<file path="config.mk">
export PLATFORM = sky130hd
export DESIGN_NAME = count_monitor
export DESIGN_NICKNAME = d
export VERILOG_FILES = /design/src/rtl/count_pkg.sv /design/src/rtl/count_onehot_dec.sv /design/src/rtl/count_monitor.sv
export SDC_FILE = /design/constraint.sdc
export NUM_CORES = 1
export LEC_CHECK = 0
export ABC_AREA = 0
export CAP_MARGIN = 30
export CORE_UTILIZATION = 41
export DETAILED_ROUTE_END_ITERATION = 10
export DONT_BUFFER_PORTS = 1
export HOLD_SLACK_MARGIN = 0.1
export PLACE_DENSITY = 0.65
export SLEW_MARGIN = 20
export SYNTH_ARGS = -nofsm -noshare
export SYNTH_HDL_FRONTEND = slang
export SYNTH_HIERARCHICAL = 1
export SYNTH_SLANG_ARGS = --single-unit
</file>
<file path="constraint.sdc">
create_clock -name clk -period 3.3 [get_ports clk]
set_input_delay 0.33 -clock clk [delete_from_list [all_inputs] [get_ports clk]]
set_output_delay 0.33 -clock clk [all_outputs]
set_load 0.01 [all_outputs]
</file>
<file path="src/rtl/count_pkg.sv">
// count_pkg: shared widths and FSM state encoding for the count_monitor slice.
// Latency: n/a (definitions only).
// Backpressure: n/a.
package count_pkg;

  localparam int COUNT_W  = 2;   // upstream counter width
  localparam int ONEHOT_W = 4;   // 1 << COUNT_W

  typedef enum logic [1:0] {
    ST_SEARCH = 2'd0,   // waiting for a first sample to anchor prev
    ST_TRACK  = 2'd1,   // counting consecutive correct increments
    ST_LOCKED = 2'd2    // sequence confirmed, breaks are errors
  } state_t;

endpackage

</file>
<file path="src/rtl/count_onehot_dec.sv">
// count_onehot_dec: combinational 2-to-4 one-hot decode of a counter value.
// Latency: 0 cycles (pure combinational).
// Backpressure: none.
//
// Ports:
//   value  - binary counter value (COUNT_W bits)
//   onehot - 1 << value (ONEHOT_W bits)
module count_onehot_dec
  import count_pkg::*;
(
  input  logic [COUNT_W-1:0]  value,
  output logic [ONEHOT_W-1:0] onehot
);

  always_comb begin
    onehot        = '0;
    onehot[value] = 1'b1;
  end

endmodule

</file>
<file path="src/rtl/count_monitor.sv">
// count_monitor: checks that a 2-bit up counter steps by +1 mod 4, locks after LOCK_N good steps, flags breaks.
// Latency: all outputs registered, valid one cycle after the en sample; locked follows the state register.
// Backpressure: none; a sample is consumed on every cycle with en high.
//
// Ports:
//   clk        - single clock, all state changes on posedge
//   reset      - asynchronous active-low reset
//   en         - count_in carries a valid sample this cycle
//   count_in   - sample from the upstream counter
//   clr_err    - synchronous clear of err_sticky / err_cnt
//   onehot_out - registered 1 << count_in of the last valid sample
//   wrap_pulse - one-cycle pulse after a 3->0 step seen while locked
//   locked     - FSM is in LOCKED
//   err_sticky - a sequence break happened while locked
//   err_cnt    - saturating count of breaks while locked
//
// Build option: define COUNT_MONITOR_ERRCNT_EN to build the err_cnt counter;
// without it err_cnt is a constant 0 and only err_sticky records breaks.
module count_monitor
  import count_pkg::*;
#(
  parameter int LOCK_N = 2,   // 1..15 consecutive good steps to lock
  parameter int ERR_W  = 8
) (
  input  logic                clk,
  input  logic                reset,
  input  logic                en,
  input  logic [COUNT_W-1:0]  count_in,
  input  logic                clr_err,
  output logic [ONEHOT_W-1:0] onehot_out,
  output logic                wrap_pulse,
  output logic                locked,
  output logic                err_sticky,
  output logic [ERR_W-1:0]    err_cnt
);

  state_t              state_q;
  logic [COUNT_W-1:0]  prev_q;
  logic [COUNT_W-1:0]  prev_inc;
  logic [3:0]          match_cnt_q;
  logic [3:0]          match_inc;
  logic [ONEHOT_W-1:0] onehot_dec;
  logic                step_ok;
  logic                brk_locked;
  logic                wrap_hit;

  // prev_inc is COUNT_W wide, so 3 + 1 wraps to 0 and counts as a good step.
  // A repeated value never equals prev + 1, so it is a mismatch.
  assign prev_inc   = prev_q + COUNT_W'(1);
  assign step_ok    = (count_in == prev_inc);
  assign match_inc  = match_cnt_q + 4'd1;
  assign brk_locked = en && (state_q == ST_LOCKED) && !step_ok;
  assign wrap_hit   = en && (state_q == ST_LOCKED) &&
                      (prev_q == {COUNT_W{1'b1}}) && (count_in == '0);

  assign locked = (state_q == ST_LOCKED);

  count_onehot_dec u_dec (
    .value  (count_in),
    .onehot (onehot_dec)
  );

  // Sequence FSM. prev follows every valid sample in every state, good or bad.
  always_ff @(posedge clk or negedge reset) begin
    if (!reset) begin
      state_q     <= ST_SEARCH;
      prev_q      <= '0;
      match_cnt_q <= '0;
    end else if (en) begin
      prev_q <= count_in;
      case (state_q)
        ST_SEARCH: begin
          match_cnt_q <= '0;
          state_q     <= ST_TRACK;
        end
        ST_TRACK: begin
          if (step_ok) begin
            match_cnt_q <= match_inc;
            if (match_inc == 4'(LOCK_N)) begin
              state_q <= ST_LOCKED;
            end
          end else begin
            match_cnt_q <= '0;
          end
        end
        ST_LOCKED: begin
          if (!step_ok) begin
            match_cnt_q <= '0;
            state_q     <= ST_TRACK;
          end
        end
        default: begin
          match_cnt_q <= '0;
          state_q     <= ST_SEARCH;
        end
      endcase
    end
  end

  // Output registers. A break in the same cycle as clr_err wins for the
  // sticky flag, so the new error is never lost.
  always_ff @(posedge clk or negedge reset) begin
    if (!reset) begin
      onehot_out <= '0;
      wrap_pulse <= 1'b0;
      err_sticky <= 1'b0;
    end else begin
      wrap_pulse <= wrap_hit;
      if (en) begin
        onehot_out <= onehot_dec;
      end
      if (brk_locked) begin
        err_sticky <= 1'b1;
      end else if (clr_err) begin
        err_sticky <= 1'b0;
      end
    end
  end

`ifdef COUNT_MONITOR_ERRCNT_EN
  logic [ERR_W-1:0] err_cnt_q;

  // Saturating counter; a break coinciding with clr_err restarts at 1.
  always_ff @(posedge clk or negedge reset) begin
    if (!reset) begin
      err_cnt_q <= '0;
    end else if (brk_locked) begin
      if (clr_err) begin
        err_cnt_q <= ERR_W'(1);
      end else if (err_cnt_q != {ERR_W{1'b1}}) begin
        err_cnt_q <= err_cnt_q + ERR_W'(1);
      end
    end else if (clr_err) begin
      err_cnt_q <= '0;
    end
  end

  assign err_cnt = err_cnt_q;
`else
  assign err_cnt = '0;
`endif

endmodule

</file>
Word level (Yosys, flattened, before mapping)
Index checks and enable logic that the tools add are counted.
- add/subtract/negate cells: 2
- magnitude comparators: 2
- equality and inequality tests: 8
- muxes and demuxes: 11
- reduce and logical (&&, ||, !) cells: 11
- operators with widths (cell ; count):
    2-to-1 mux 4 bit ; 2
    case mux 4 bit (2 select lines) ; 1
    2-to-1 mux 2 bit ; 3
    inequality test 2 bit, second input constant ; 3
    case mux 2 bit (3 select lines) ; 1
    logical AND 1 bit ; 5
    adder 4 x 1 -> 4 bit, second input constant ; 1
    == test 2 bit, second input constant ; 2
    == test 4 x 2 -> 1 bit, second input constant ; 1
    zero test 2 bit ; 2
    AND reduction 4 bit ; 1
    < comparator 2 x 3 -> 1 bit, second input constant ; 1
    2-to-1 mux 1 bit ; 3
    adder 2 x 1 -> 2 bit, second input constant ; 1
    demux 1 bit (select 2 bit) ; 1
    == test 2 x 1 -> 1 bit, second input constant ; 1
    == test 2 bit ; 1
    greater-or-equal comparator 2 x 1 -> 1 bit, second input constant ; 1
    AND reduction 2 bit ; 1
    nonzero test 2 bit ; 1
    zero test 1 bit ; 1
- flip-flop bits (word level): 14
- input bits: 6
- output and inout bits: 15
- word-level logic and storage cells: 40

Logic depth before layout (Yosys ltp)
- depth in word-level cells: 5
- gate-level depth with buffers: 5
- depth with buffers taken out: 5

Hierarchy
Netlist, hierarchy kept.
- by module, submodules not included (module ; instances ; cells each ; area each (um^2) ; seq. area each (um^2)):
    count_monitor ; 1 ; 68 ; 757.0 ; 350.3
    count_onehot_dec ; 1 ; 4 ; 26.3 ; 0.0

Least setup slack after synthesis
OpenSTA, ideal clock, no wires.
- path type: register -> register
- from: register prev_q[0]
- to: register state_q[1]
- setup time: 0.122 ns
- arrival: 1.350 ns
- required time: 3.178 ns
- slack: 1.828 ns
- cell stages (with the launch flop): 6
- buffers on the path: 0
- period minus slack after synthesis: 1.472 ns
- cell sequence: dfrtp_1 > ha_1 > xnor2_1 > and2_4 > and4_4 > a32o_1
- word-level cells in the longest chain between the ends: 4
- elaborated cells on any way between the ends: 5
- those cells by class: add/sub (1); eq/ne (3); reduce/logical (1)
- ends and longest elaborated chain (item ; line ; text):
    start, declared ; count_monitor.sv:38 ; logic [COUNT_W-1:0] prev_q;
    start signal, assigned ; count_monitor.sv:70 ; prev_q <= count_in;
    adder 2 x 1 -> 2 bit * ; count_monitor.sv:49 ; assign prev_inc = prev_q + COUNT_W'(1);
    == test 2 bit * ; count_monitor.sv:50 ; assign step_ok = (count_in == prev_inc);
    inequality test 2 bit (no line) ; -- ;
    AND reduction 4 bit (no line) * ; -- ;
    end signal, assigned ; count_monitor.sv:66 ; state_q <= ST_SEARCH;
    end signal, assigned ; count_monitor.sv:74 ; state_q <= ST_TRACK;
    end signal, assigned ; count_monitor.sv:80 ; state_q <= ST_LOCKED;
    end, declared ; count_monitor.sv:37 ; state_t state_q;
Every way passes the cells marked *; elsewhere a longest branch is shown, timed or not.
A chain may end at the register's enable or synchronous reset.

Final worst setup path
Ends and elaborated chain as after synthesis.

==> impl_metrics.toml <==
[critical_path]
max_stage_delay_ns = 0.41
cp_max_fo = 3
criticalPathCategory = "flip-flop to flip-flop"
startpoint_type = "flip-flop"
cp-end-kind = "flip-flop"
reg2reg_depth = 5
cp_slowest_cell = "dfrtp_1"
crit_path_start = "prev_q[0]"
cp.required_ns = 3.51
reg2reg_to = "state_q[1]"
crit_end = "state_q[1]"
r2r_slack_ns = 1.76
crit_chain = "ha_1, xnor2_1, and2_4, and4_4, a32o_1"
critPathArrivalTime_ns = 1.75
regToRegStartpoint = "prev_q[0]"

[pwr]
p_leak_nw = 0.369
seq_power_share_pct = 56.9
p_sw_share_pct = 27.6
intPower_uw = 263
switching_power_uw = 100
clockPowerShare_pct = 25.1
ir_drop_mv = 0.197
power_uw = 363
power_density_mw_per_mm2 = 453
power_frac_comb_pct = 18.0

[logic_synthesis]
synth.most_common_cell = "dfrtp_1"
netlist_area_sq_um = 783
ys_types = 30
synth_edf_count = 0
synthFlopType = "dfrtp_1"
synthCells = 72
syn_area_per_cell_sq_um = 10.9
async_flop_share_pct = 100
yosysWarningCount = 6
yosys_register_bits = 14
synth_top_cell_by_area = "dfrtp_1"
yosysSeqAreaShare_pct = 44.7
yosys.area.top_type_share_pct = 44.7
ys_top_cells_by_area = "dfrtp_1 (45%), buf_4 (8.6%), mux2_2 (8.6%)"
synth_common_cells = "dfrtp_1 (14), buf_4 (9), mux2_2 (6)"

[sta]
worst_hold_slack_ns = 0.121
setup_slack_ns = 1.76
slew_headroom_pct = 59.1
rsz0062_at_grt = "no"
tns_ns = 0
max_freq_ghz = 0.651
setup_viol = 0
fin_crit_ns = 1.54
period_share_pct = 46.6
final-hold-violation-count = 0
fin_skew_ns = 0.000342
max_slew.worst_pin.slew_ns = 0.611
drv_slew = 0

[clock_network]
numCtsBuffers = 3
htree_num_levels = 1
cts_tree = "built"
cts-resized-gates = 0
cts-root-buf = "clkbuf_4"
cts_sinks = 14
clk_pin_slew_ns = 0.08
clockBufferDepth = 2
clk_latency_ns = 0.27

[drt]
remaining_drc_errors = 0
wl_mm = 1.20
ant_nets = 0
routed_via_density = 5.07
wire_per_inst_um = 12.3
vias = 497
drtIter0Drc = 1
firstDrtPassIters = 2

[hold_path]
hold_path.startpoint = "count_in[0]"
hold_class = "input port to flip-flop"

[global_routing]
grt_max_degree = 18
grt.overflow.total = 0
track_usage_pct = 14.6
antenna_found_initial = 0
grt_pass1_vias = 471
grt_pass1_wl_mm = 2.06

[run_status]
status = "completed"

[place]
dpl.hpwl_um = 904
gp_congestion = 0.847
portBuffers = 0
pre_cts_ws_ns = 1.77

[die]
io_pins = 21
core.rowCount = 15
die-area_sq_mm = 0.00209
die_w_um = 45.7
die_y_um = 45.7
core_sq_mm = 0.00176
initial_core_util_pct = 44.4

[cells_and_area]
area_delta_synth_final_pct = 2.24
n_antenna_cell = 0
layout-drive-gt1-share_pct = 19.2
fin_nets = 84

[flow_run]
cap_violations = 0
==> power by group through the flow <==
stage          sequential, mW  combinational [mW]  clock [mW]
6_report                0.207              0.0652      0.0910
3_3_place_gp            0.209              0.0596           0
3_5_place_dp            0.210              0.0616           0
4_1_cts                 0.206              0.0661      0.0957
2_1_floorplan           0.205              0.0635           0
5_1_grt                 0.209              0.0739       0.104
==> sequential cells by signal, summed over array words and instances, names as in the netlist <==
register / flops
state_q: 2
wrap_pulse: 1
prev_q: 2
onehot_out: 4
match_cnt_q: 4
err_sticky: 1
==> cell usage in the layout, fill, tap and decap left out <==
cell,n
and3b_2,1
nor3_1,1
and2_4,1
nor4b_1,1
and2b_2,1
nand2b_1,1
o2bb2ai_1,2
nor2_1,1
xor2_1,2
and2_2,1
mux2_2,6
ha_1,3
and4_4,1
a32o_1,1
o21ai_0,2
xnor2_1,2
o21ai_1,1
nor2b_1,3
dlygate4sd3_1,1
a2bb2oi_1,1
o221ai_1,1
dfrtp_1,14
a21o_1,1
nand2_1,3
conb_1,8
o22ai_1,2
nand3_1,3
clkbuf_4,3
a31oi_1,1
inv_1,4
==> critical path, delay by kind of cell, from the launching register on <==
family                   cells  cell delay [ns]
AO/OA/AOI/OAI                1             0.16
XOR/XNOR                     1             0.19
adder cells (fa/ha/maj)      1             0.31
flip-flops                   1             0.41
AND/OR/NAND/NOR              2             0.42
==> worst min-delay path by stage <==
| stage | slack [ns] | depth (start not counted) | to |
|---|---|---|---|
| after floorplan | 0.03 | 0 | err_sticky |
| after global placement | 0.03 | 0 | onehot_out[2] |
| after detailed placement | 0.03 | 0 | onehot_out[2] |
| after CTS | 0.11 | 1 | wrap_pulse |
| after global routing | 0.10 | 1 | wrap_pulse |
| final | 0.12 | 1 | wrap_pulse |
==> kinds of logic (layout without fill, tap and decap cells) <==
group	after synthesis	count (layout)	share of synthesized area (%)
adders and majority gates	3	3	4.79
buffers and inverters	14	8	11.2
and+or+nand+nor	18	18	14.7
muxes	6	6	8.63
DFF	14	14	44.7
xor gates and xnor gates	4	4	4.47
other	1	8	0.479
AOI/OAI and AO/OA	12	12	11.0
==> per-stage QoR <==
stage,cell area (sq um),std cells,utilization [%]
2_1_floorplan,810,79,-
3_3_place_gp,768,94,43.5
3_5_place_dp,768,94,43.5
4_1_cts,801,98,45.4
5_1_grt,801,98,45.4
6_report,801,98,45.4
==> layer usage <==
metal  share of wire (%)  GRT usage, %  up-vias
met3                 4.4          4.76        2
met1                  48          18.4      244
met4                 1.6          10.6        0
li1                    -             -      238
met5                   0             0        -
met2                  46          20.9       13
==> final cells by class <==
class / count / area [sq um]
Clock buffer: 3 / 22.5
Timing Repair Buffer: 1 / 10.0
Sequential cell: 14 / 350
Fill cell: 167 / 963
Multi-Input combinational cell: 51 / 372
Tap cell: 25 / 31.3
Inverter: 4 / 15.0
==> timing repair <==
action | 4_1_cts | 5_1_grt
endpoints found under the hold margin | 14 | 0
buffers inserted | 0 | 0
hold buffers | 1 | 0
Power figures use the tool's default switching activity.
